===== src/rtl/ofifo_col_align.sv =====
// Output-side collector for the mac_col array: one small FIFO per lane, popped together as an aligned row.
// Optional OFIFO_RELU_EN clamps negative lane values to zero as they are loaded into out.
module ofifo_col_align_lane #(
  parameter int bw_psum    = 19,
  parameter int depth      = 16,
  parameter int depth_log2 = 4
) (
  input  logic               clk,
  input  logic               reset,
  input  logic               wr,
  input  logic               pop,
  input  logic [bw_psum-1:0] din,
  output logic [bw_psum-1:0] dout,
  output logic               nonempty,
  output logic               full,
  output logic               drop
);
  localparam logic [depth_log2:0] FULL_CNT = (depth_log2+1)'(depth);
  localparam logic [depth_log2:0] ONE      = (depth_log2+1)'(1);

  logic [bw_psum-1:0]    mem [depth];
  logic [depth_log2-1:0] wptr, rptr;
  logic [depth_log2:0]   cnt;
  logic                  accept;
  logic [bw_psum-1:0]    rd_data, load_val;

  assign full     = (cnt == FULL_CNT);
  assign nonempty = (cnt != '0);
  // A full lane may still take a write when the row pops in the same cycle.
  assign accept   = wr & (~full | pop);
  assign drop     = wr & full & ~pop;
  assign rd_data  = mem[rptr];

`ifdef OFIFO_RELU_EN
  assign load_val = rd_data[bw_psum-1] ? '0 : rd_data;
`else
  assign load_val = rd_data;
`endif

  always_ff @(posedge clk) begin
    if (accept) mem[wptr] <= din;
  end

  always_ff @(posedge clk or negedge reset) begin
    if (!reset) begin
      wptr <= '0;
      rptr <= '0;
      cnt  <= '0;
      dout <= '0;
    end else begin
      if (accept) wptr <= wptr + 1'b1;
      if (pop) begin
        rptr <= rptr + 1'b1;
        dout <= load_val;
      end
      case ({accept, pop})
        2'b10:   cnt <= cnt + ONE;
        2'b01:   cnt <= cnt - ONE;
        default: ;
      endcase
    end
  end
endmodule

module ofifo_col_align #(
  parameter int col        = 8,
  parameter int bw_psum    = 19,
  parameter int depth      = 16,
  parameter int depth_log2 = 4
) (
  input  logic                     clk,
  input  logic                     reset,
  input  logic [col-1:0]           wr,
  input  logic [col*bw_psum-1:0]   in,
  input  logic                     rd,
  output logic [col*bw_psum-1:0]   out,
  output logic                     o_valid,
  output logic                     o_full,
  output logic                     o_overflow
);
  logic [col-1:0][bw_psum-1:0] row_in, row_out;
  logic [col-1:0]              lane_nonempty, lane_full, lane_drop;
  logic                        pop;

  assign row_in     = in;
  assign out        = row_out;
  // Flags decode registered lane counts only; no path from wr/rd/in.
  assign o_valid    = &lane_nonempty;
  assign o_full     = |lane_full;
  assign pop        = rd & o_valid;

  for (genvar k = 0; k < col; k++) begin : g_lane
    ofifo_col_align_lane #(
      .bw_psum   (bw_psum),
      .depth     (depth),
      .depth_log2(depth_log2)
    ) u_lane (
      .clk     (clk),
      .reset   (reset),
      .wr      (wr[k]),
      .pop     (pop),
      .din     (row_in[k]),
      .dout    (row_out[k]),
      .nonempty(lane_nonempty[k]),
      .full    (lane_full[k]),
      .drop    (lane_drop[k])
    );
  end

  always_ff @(posedge clk or negedge reset) begin
    if (!reset)          o_overflow <= 1'b0;
    else if (|lane_drop) o_overflow <= 1'b1;
  end
endmodule


===== config.mk =====
export PLATFORM = sky130hd
export DESIGN_NAME = ofifo_col_align
export DESIGN_NICKNAME = d
export VERILOG_FILES = /design/src/rtl/ofifo_col_align.sv
export SDC_FILE = /design/constraint.sdc
export NUM_CORES = 2
export LEC_CHECK = 0
export BUFFER_PORTS_ARGS = -buffer_cell sky130_fd_sc_hd__buf_2
export CAP_MARGIN = 25
export CORE_ASPECT_RATIO = 0.5
export CORE_MARGIN = 10
export CORE_UTILIZATION = 60
export DETAILED_ROUTE_END_ITERATION = 10
export GPL_TIMING_DRIVEN = 0
export PLACE_DENSITY_LB_ADDON = 0.15
export SKIP_CTS_REPAIR_TIMING = 1
export SYNTH_ARGS = -nofsm -noshare
export SYNTH_HDL_FRONTEND = slang
export SYNTH_HIERARCHICAL = 1
export SYNTH_SLANG_ARGS = --single-unit

===== constraint.sdc =====
create_clock -name clk -period 7.7 [get_ports clk]
set_input_delay 1.925 -clock clk [delete_from_list [all_inputs] [get_ports clk]]
set_output_delay 1.925 -clock clk [all_outputs]
set_load 0.01 [all_outputs]

=== After elaboration in Yosys (flattened, before gate mapping) ===
Memories as Yosys holds them, arrays and structs flattened. A register that Yosys moved wholly into a read port is not among the register bits.
Cells that the tools add are included.

* Bits in registers: 105
* Latch bits: 0
* Bits in writable memories: 2,432
* Memory bits (read-only): 0
* Output and inout port bits: 155
* Logic and storage cells: 182
* Memories kept: 8

{| class="wikitable"
|+ Memories
! memory !! depth !! bits a word !! read ports !! clocked after memory_dff !! wr ports !! RTL line !! source
|-
| g_lane[0].u_lane.mem || 16 || 19 || 1 || 1 || 1 || 21 || <nowiki>logic [bw_psum-1:0] mem [depth];</nowiki>
|-
| g_lane[1].u_lane.mem || 16 || 19 || 1 || 1 || 1 || 21 ||
|-
| g_lane[2].u_lane.mem || 16 || 19 || 1 || 1 || 1 || 21 ||
|-
| g_lane[3].u_lane.mem || 16 || 19 || 1 || 1 || 1 || 21 ||
|-
| g_lane[4].u_lane.mem || 16 || 19 || 1 || 1 || 1 || 21 ||
|-
| g_lane[5].u_lane.mem || 16 || 19 || 1 || 1 || 1 || 21 ||
|-
| +2 memories || -- || -- || -- || -- || -- || -- ||
|}

* $add $sub $neg: 32
* Multipliers: 0
* Div/mod/pow operators: 0
* Magnitude comparators: 0
* Equality and inequality tests: 24
* Shift operators: 0
* Muxes and demuxes: 24
* Bitwise logic cells: 42
* Reductions and logical operators: 27

{| class="wikitable"
|+ Operators with widths
! operator !! count
|-
| case mux 5 bit (2 select lines) || 8
|-
| adder 4 x 1 -> 4 bit, second input constant || 16
|-
| adder 5 x 1 -> 5 bit, second input constant || 8
|-
| equality test 5 bit, second input constant || 8
|-
| nonzero test 5 bit || 8
|-
| subtractor 5 x 1 -> 5 bit, second input constant || 8
|-
| AND 1 bit || 25
|-
| equality test 2 x 1 -> 1 bit, second input constant || 8
|-
| equality test 2 bit, second input constant || 8
|-
| 2-to-1 mux 1 bit || 16
|-
| nonzero test 2 bit || 8
|-
| OR reduction 8 bit || 2
|-
| inverter 1 bit || 9
|-
| zero test 1 bit || 8
|-
| bitwise OR 1 bit || 8
|-
| AND reduction 8 bit || 1
|}

=== Longest topological paths before layout ===
* Depth after elaboration: 7
* Gate-level depth with buffers: 13
* Mapped depth without buffers: 11

=== Cells and area by module ===
The synthesis kept the hierarchy.

{| class="wikitable"
|+ By module, submodules not included
! module !! times used !! cells an instance !! area an instance (sq um) !! seq. area each (sq um)
|-
| ofifo_col_align_lane at g_lane[0].u_lane ... || 7 || 595 || 12,892.4 || 9,929.5
|-
| ofifo_col_align_lane at g_lane[7].u_lane || 1 || 596 || 13,040.0 || 9,929.5
|-
| ofifo_col_align || 1 || 13 || 86.3 || 25.0
|}

=== Worst setup path after synthesis ===
OpenSTA, ideal clock, no wires.

* Path type: input port to flip-flop
* From: input port rd
* To: memory g_lane[7].u_lane.mem[0][0], enable pin
* Setup time: 0.444 ns
* Arrival: 5.471 ns
* Setup slack: 1.785 ns
* Stages: 6
* Path buffers: 1
* Cells stage by stage: inv_1 > nor3_1 > buf_2 > nand2b_1 > o21ai_2 > nor4_1

* Cells in the longest elaborated chain, start to end: 5

{| class="wikitable"
|+ RTL lines
! what !! RTL line !! source
|-
| from (decl) || 75 || <nowiki>input logic rd,</nowiki>
|-
| AND 1 bit || 90 || <nowiki>assign pop = rd & o_valid;</nowiki>
|-
| net pop || 83 || <nowiki>logic pop;</nowiki>
|-
| bitwise OR 1 bit || 30 || <nowiki>assign accept = wr & (~full | pop);</nowiki>
|-
| AND 1 bit || 30 ||
|-
| 2-to-1 mux 1 bit || 41 || <nowiki>if (accept) mem[wptr] <= din;</nowiki>
|-
| 2-to-1 mux 1 bit (implied by the code) || 41 ||
|-
| to (decl) || 21 ||
|}

The timed path passes the listed nets, and every way through them passes these cells.

=== Final worst setup path ===
* From: register g_lane[3].u_lane.cnt[1]
* To: output port o_full

* Cells in the longest elaborated chain, start to end: 2

{| class="wikitable"
|+ RTL lines
! what !! RTL line !! source
|-
| from (decl) || 23 || <nowiki>logic [depth_log2:0] cnt;</nowiki>
|-
| from (signal assigned) || 57 || <nowiki>2'b10: cnt <= cnt + ONE;</nowiki>
|-
| from (signal assigned) || 58 || <nowiki>2'b01: cnt <= cnt - ONE;</nowiki>
|-
| equality test 5 bit || 27 || <nowiki>assign full = (cnt == FULL_CNT);</nowiki>
|-
| net lane_full[3] || 82 || <nowiki>logic [col-1:0] lane_nonempty, lane_full, lane_drop;</nowiki>
|-
| OR reduction 8 bit || 89 || <nowiki>assign o_full = |lane_full;</nowiki>
|-
| to (decl) || 78 || <nowiki>output logic o_full,</nowiki>
|}

The timed path passes the listed nets, and every way through them passes these cells.

==> impl_metrics.yaml <==
power_and_ir_drop:
  sw_frac_of_total_pct: 30.66
  p_sw_mw: 13.31
  power_mw: 43.40
  clkPwrFrac_pct: 25.5
  seqPwrFrac_pct: 43.5
  power.internal_mw: 30.09
  power.density_nw_per_um2: 368.6
  power_leakage_nw: 38.49
  ir_worst_vdd_uv: 292.8
  power_frac_comb_pct: 31.0
logic_synthesis:
  synthXorXnorAreaFrac_pct: 0.6863
  synth_largest_area_cell: "edfxtp_1"
  syn_area_um2: 103400
  synthSimpleGateAreaFrac_pct: 1.917
  synth_mux_area_share_pct: 15.27
  yosysWarnings: 6
  synth.distinct_cells: 49
  ys_ff_latch: 2689
  yosys-top-cells-area: "edfxtp_1 71%, mux4_2 13%, dfrtp_1 6.2%"
  syn_avg_cell_area_um2: 21.65
  ys.flop_type: "edfxtp_1"
  synthesis.nets: 4992
  seq_area_frac_synth_pct: 76.87
  synth_top_family_by_area: "multiplexers"
  synthCells: 4774
  synth_top_area_share_pct: 70.65
  post_synth_fa_ha_maj_area_fraction_pct: 0.6657
  synth_compound_area_share_pct: 3.280
  async_flop_share_pct: 9.557
  synth_edf_count: 2432
finish:
  syn2layout_area_growth_pct: 13.88
  drive_gt1_share_pct: 30.84
  fin_nets: 5671
  fillers: 10400
grt:
  grt_pass1_vias: 52150
  grt_pass1_wl_um: 338900
  antenna_found_initial: 30
  grt_overflow: 0
  grt_usage_pct: 23.80
  grt_max_degree: 93
worst_setup_path:
  critPathKind: "flip-flop to output port"
  worstSetupStartpointType: "flip-flop"
  worst_setup_path_end_kind: "output port"
  worstPathMaxFanout: 7
  required_ps: 5780
  critPathArrivalTime_ps: 2860
routing:
  wirelength_um: 228300
  via_count: 50440
  drt-pass1-iter-count: 5
  detail_route.wl_per_cell_um: 28.76
  viasPerCell: 6.352
  drtIter0Drc: 5529
  ant_nets: 0
  drc: 0
hold_path:
  hp-class: "flip-flop to flip-flop"
timing:
  hold_viol_final: 0
  finalCritPeriodShare_pct: 62.13
  fmax_mhz: 209.0
  rsz0062_at_grt: "no"
  finClkSkew_ps: 39.66
  setup_tns_ps: 0
  drv_slew: 0
  tightest_slew_ps: 899.6
  setup_viol: 0
  worst_slack_ps: 2916
  slew_headroom_pct: 39.51
  min_period_ps: 4784
  hold_slack_ps: 474.8
die:
  row_count: 107
  die_area_um2: 190300
  die_w_um: 607.0
  ios: 318
  die_h_um: 313.5
  start_util_pct: 60.56
  coreArea_um2: 170700
placed_design:
  portBuffers: 317
  gp_congestion: 0.8486
  dp_hpwl_um: 148400
  place_ws_ps: 2271
clock_network:
  clockBufferDepth: 4
  cts_tree: "done"
  clk_latency_ps: 870
  cts_root_buf: "clkbuf_16"
  cts_sinks: 2689
  cts_made_buffers: 225
  h-tree-depth: 4
  clk_pin_slew_worst_paths_ps: 70
run:
  cap_violations: 0
status:
  status: "complete, no violations"
synthesized netlist by cell type, drive strengths merged (8+ instances only):
cell type and number:
a21oi 166, and2 122, and3 8, buf 173, clkbuf 78, dfrtp 257, edfxtp 2432, ha 55
inv 35, mux2 175, mux4 608, nand2 41, nand2b 11, nand4 18, nor2 20, nor2b 9
nor3 17, nor3b 16, nor4 23, o21ai 31, o22ai 304, o31a 14, or2 22, or3 8
or4 8, xnor2 59, xor2 22
per-stage QoR:
stage          utilization, %  cell area (µm²)  std cells
2_1_floorplan               -           103400       4774
3_3_place_gp            63.17           107800       7380
3_5_place_dp            64.66           110400       7502
4_1_cts                 68.78           117400       7912
5_1_grt                 68.96           117700       7934
6_report                68.97           117700       7940
metal layers:
metal  share of wire (%)  track usage [%]
met2                  50            39.90
met3                 6.3            3.668
met1                  40            32.66
met5               0.018                0
met4                 3.5            7.644
placed cells by master (no fill, tap or decap), drive strengths merged, types with 14 or more instances in the layout:
| master | count |
|---|---|
| nand4 | 18 |
| nor3 | 17 |
| ha | 55 |
| o31a | 14 |
| buf | 625 |
| o22ai | 304 |
| nor4 | 23 |
| diode | 15 |
| edfxtp | 2432 |
| nand2 | 41 |
| or2 | 22 |
| and2 | 122 |
| inv | 42 |
| nor3b | 16 |
| o21ai | 31 |
| mux4 | 608 |
| xor2 | 22 |
| mux2 | 175 |
| dfrtp | 257 |
| clkinv | 77 |
| nor2 | 20 |
| a21oi | 166 |
| clkbuf | 383 |
| xnor2 | 59 |
cells by family (layout without fill, tap and decap cells):
group / count (synthesis) / count (layout)
other cells: 0 / 15
simple gates: 326 / 326
compound gates: 554 / 554
flops: 2689 / 2689
fa+ha+maj: 55 / 55
mux: 783 / 783
xor+xnor: 81 / 81
buf+inv: 286 / 1148
worst paths after layout:
kind | start | end | slack [ps] | depth (start not counted)
setup / recovery | g_lane[3].u_lane/cnt[1] | o_full | 2920 | 5
hold / removal | o_overflow | o_overflow | 470 | 2
setup reg to reg | g_lane[3].u_lane/cnt[1] | g_lane[7].u_lane/mem[12][0] | 3360 | 11
hold reg to reg | o_overflow | o_overflow | 470 | 2
max in group asynchronous | reset | g_lane[3].u_lane/dout[12] | 5400 | 2
min in group asynchronous | reset | g_lane[1].u_lane/dout[11] | 1110 | 1
registers in the layout, indices dropped and copies added, names as in the netlist:
| name | count |
|---|---|
| g_lane.u_lane/wptr | 32 |
| g_lane.u_lane/rptr | 32 |
| g_lane.u_lane/cnt | 40 |
| g_lane.u_lane/dout | 152 |
| o_overflow | 1 |
| g_lane.u_lane/mem | 2432 |
final cells by class:
class                      instances  area (µm²)  area share (%)
sequential                      2689       79460           67.50
multi-input combinational       1799       22600           19.20
clock buffer                     305        6223           5.286
timing repair buffer             452        4369           3.711
tap                             2289        2864           2.433
buffer                           251        1222           1.038
clock inverter                   105       817.0          0.6940
inverter                          35       131.4          0.1116
antenna                           15       37.54         0.03188
power by group through the flow:
| stage | Sequential, mW | Combinational, mW | Clock (mW) |
|---|---|---|---|
| after global routing | 19.0 | 14.4 | 11.8 |
| after CTS | 18.9 | 13.5 | 11.3 |
| after floorplan | 19.0 | 8.89 | 0 |
| after detailed placement | 19.2 | 13.4 | 0 |
| final | 18.9 | 13.5 | 11.1 |
| after global placement | 19.1 | 12.7 | 0 |
worst max-delay path: stages, from the launching register on:
cell     delay [ps]
dfrtp_1         470
or4_4           610
nor2_1          540
nor4_1          120
nand2_1          90
buf_2           190
No activity file was read; power rests on OpenSTA's default activity.
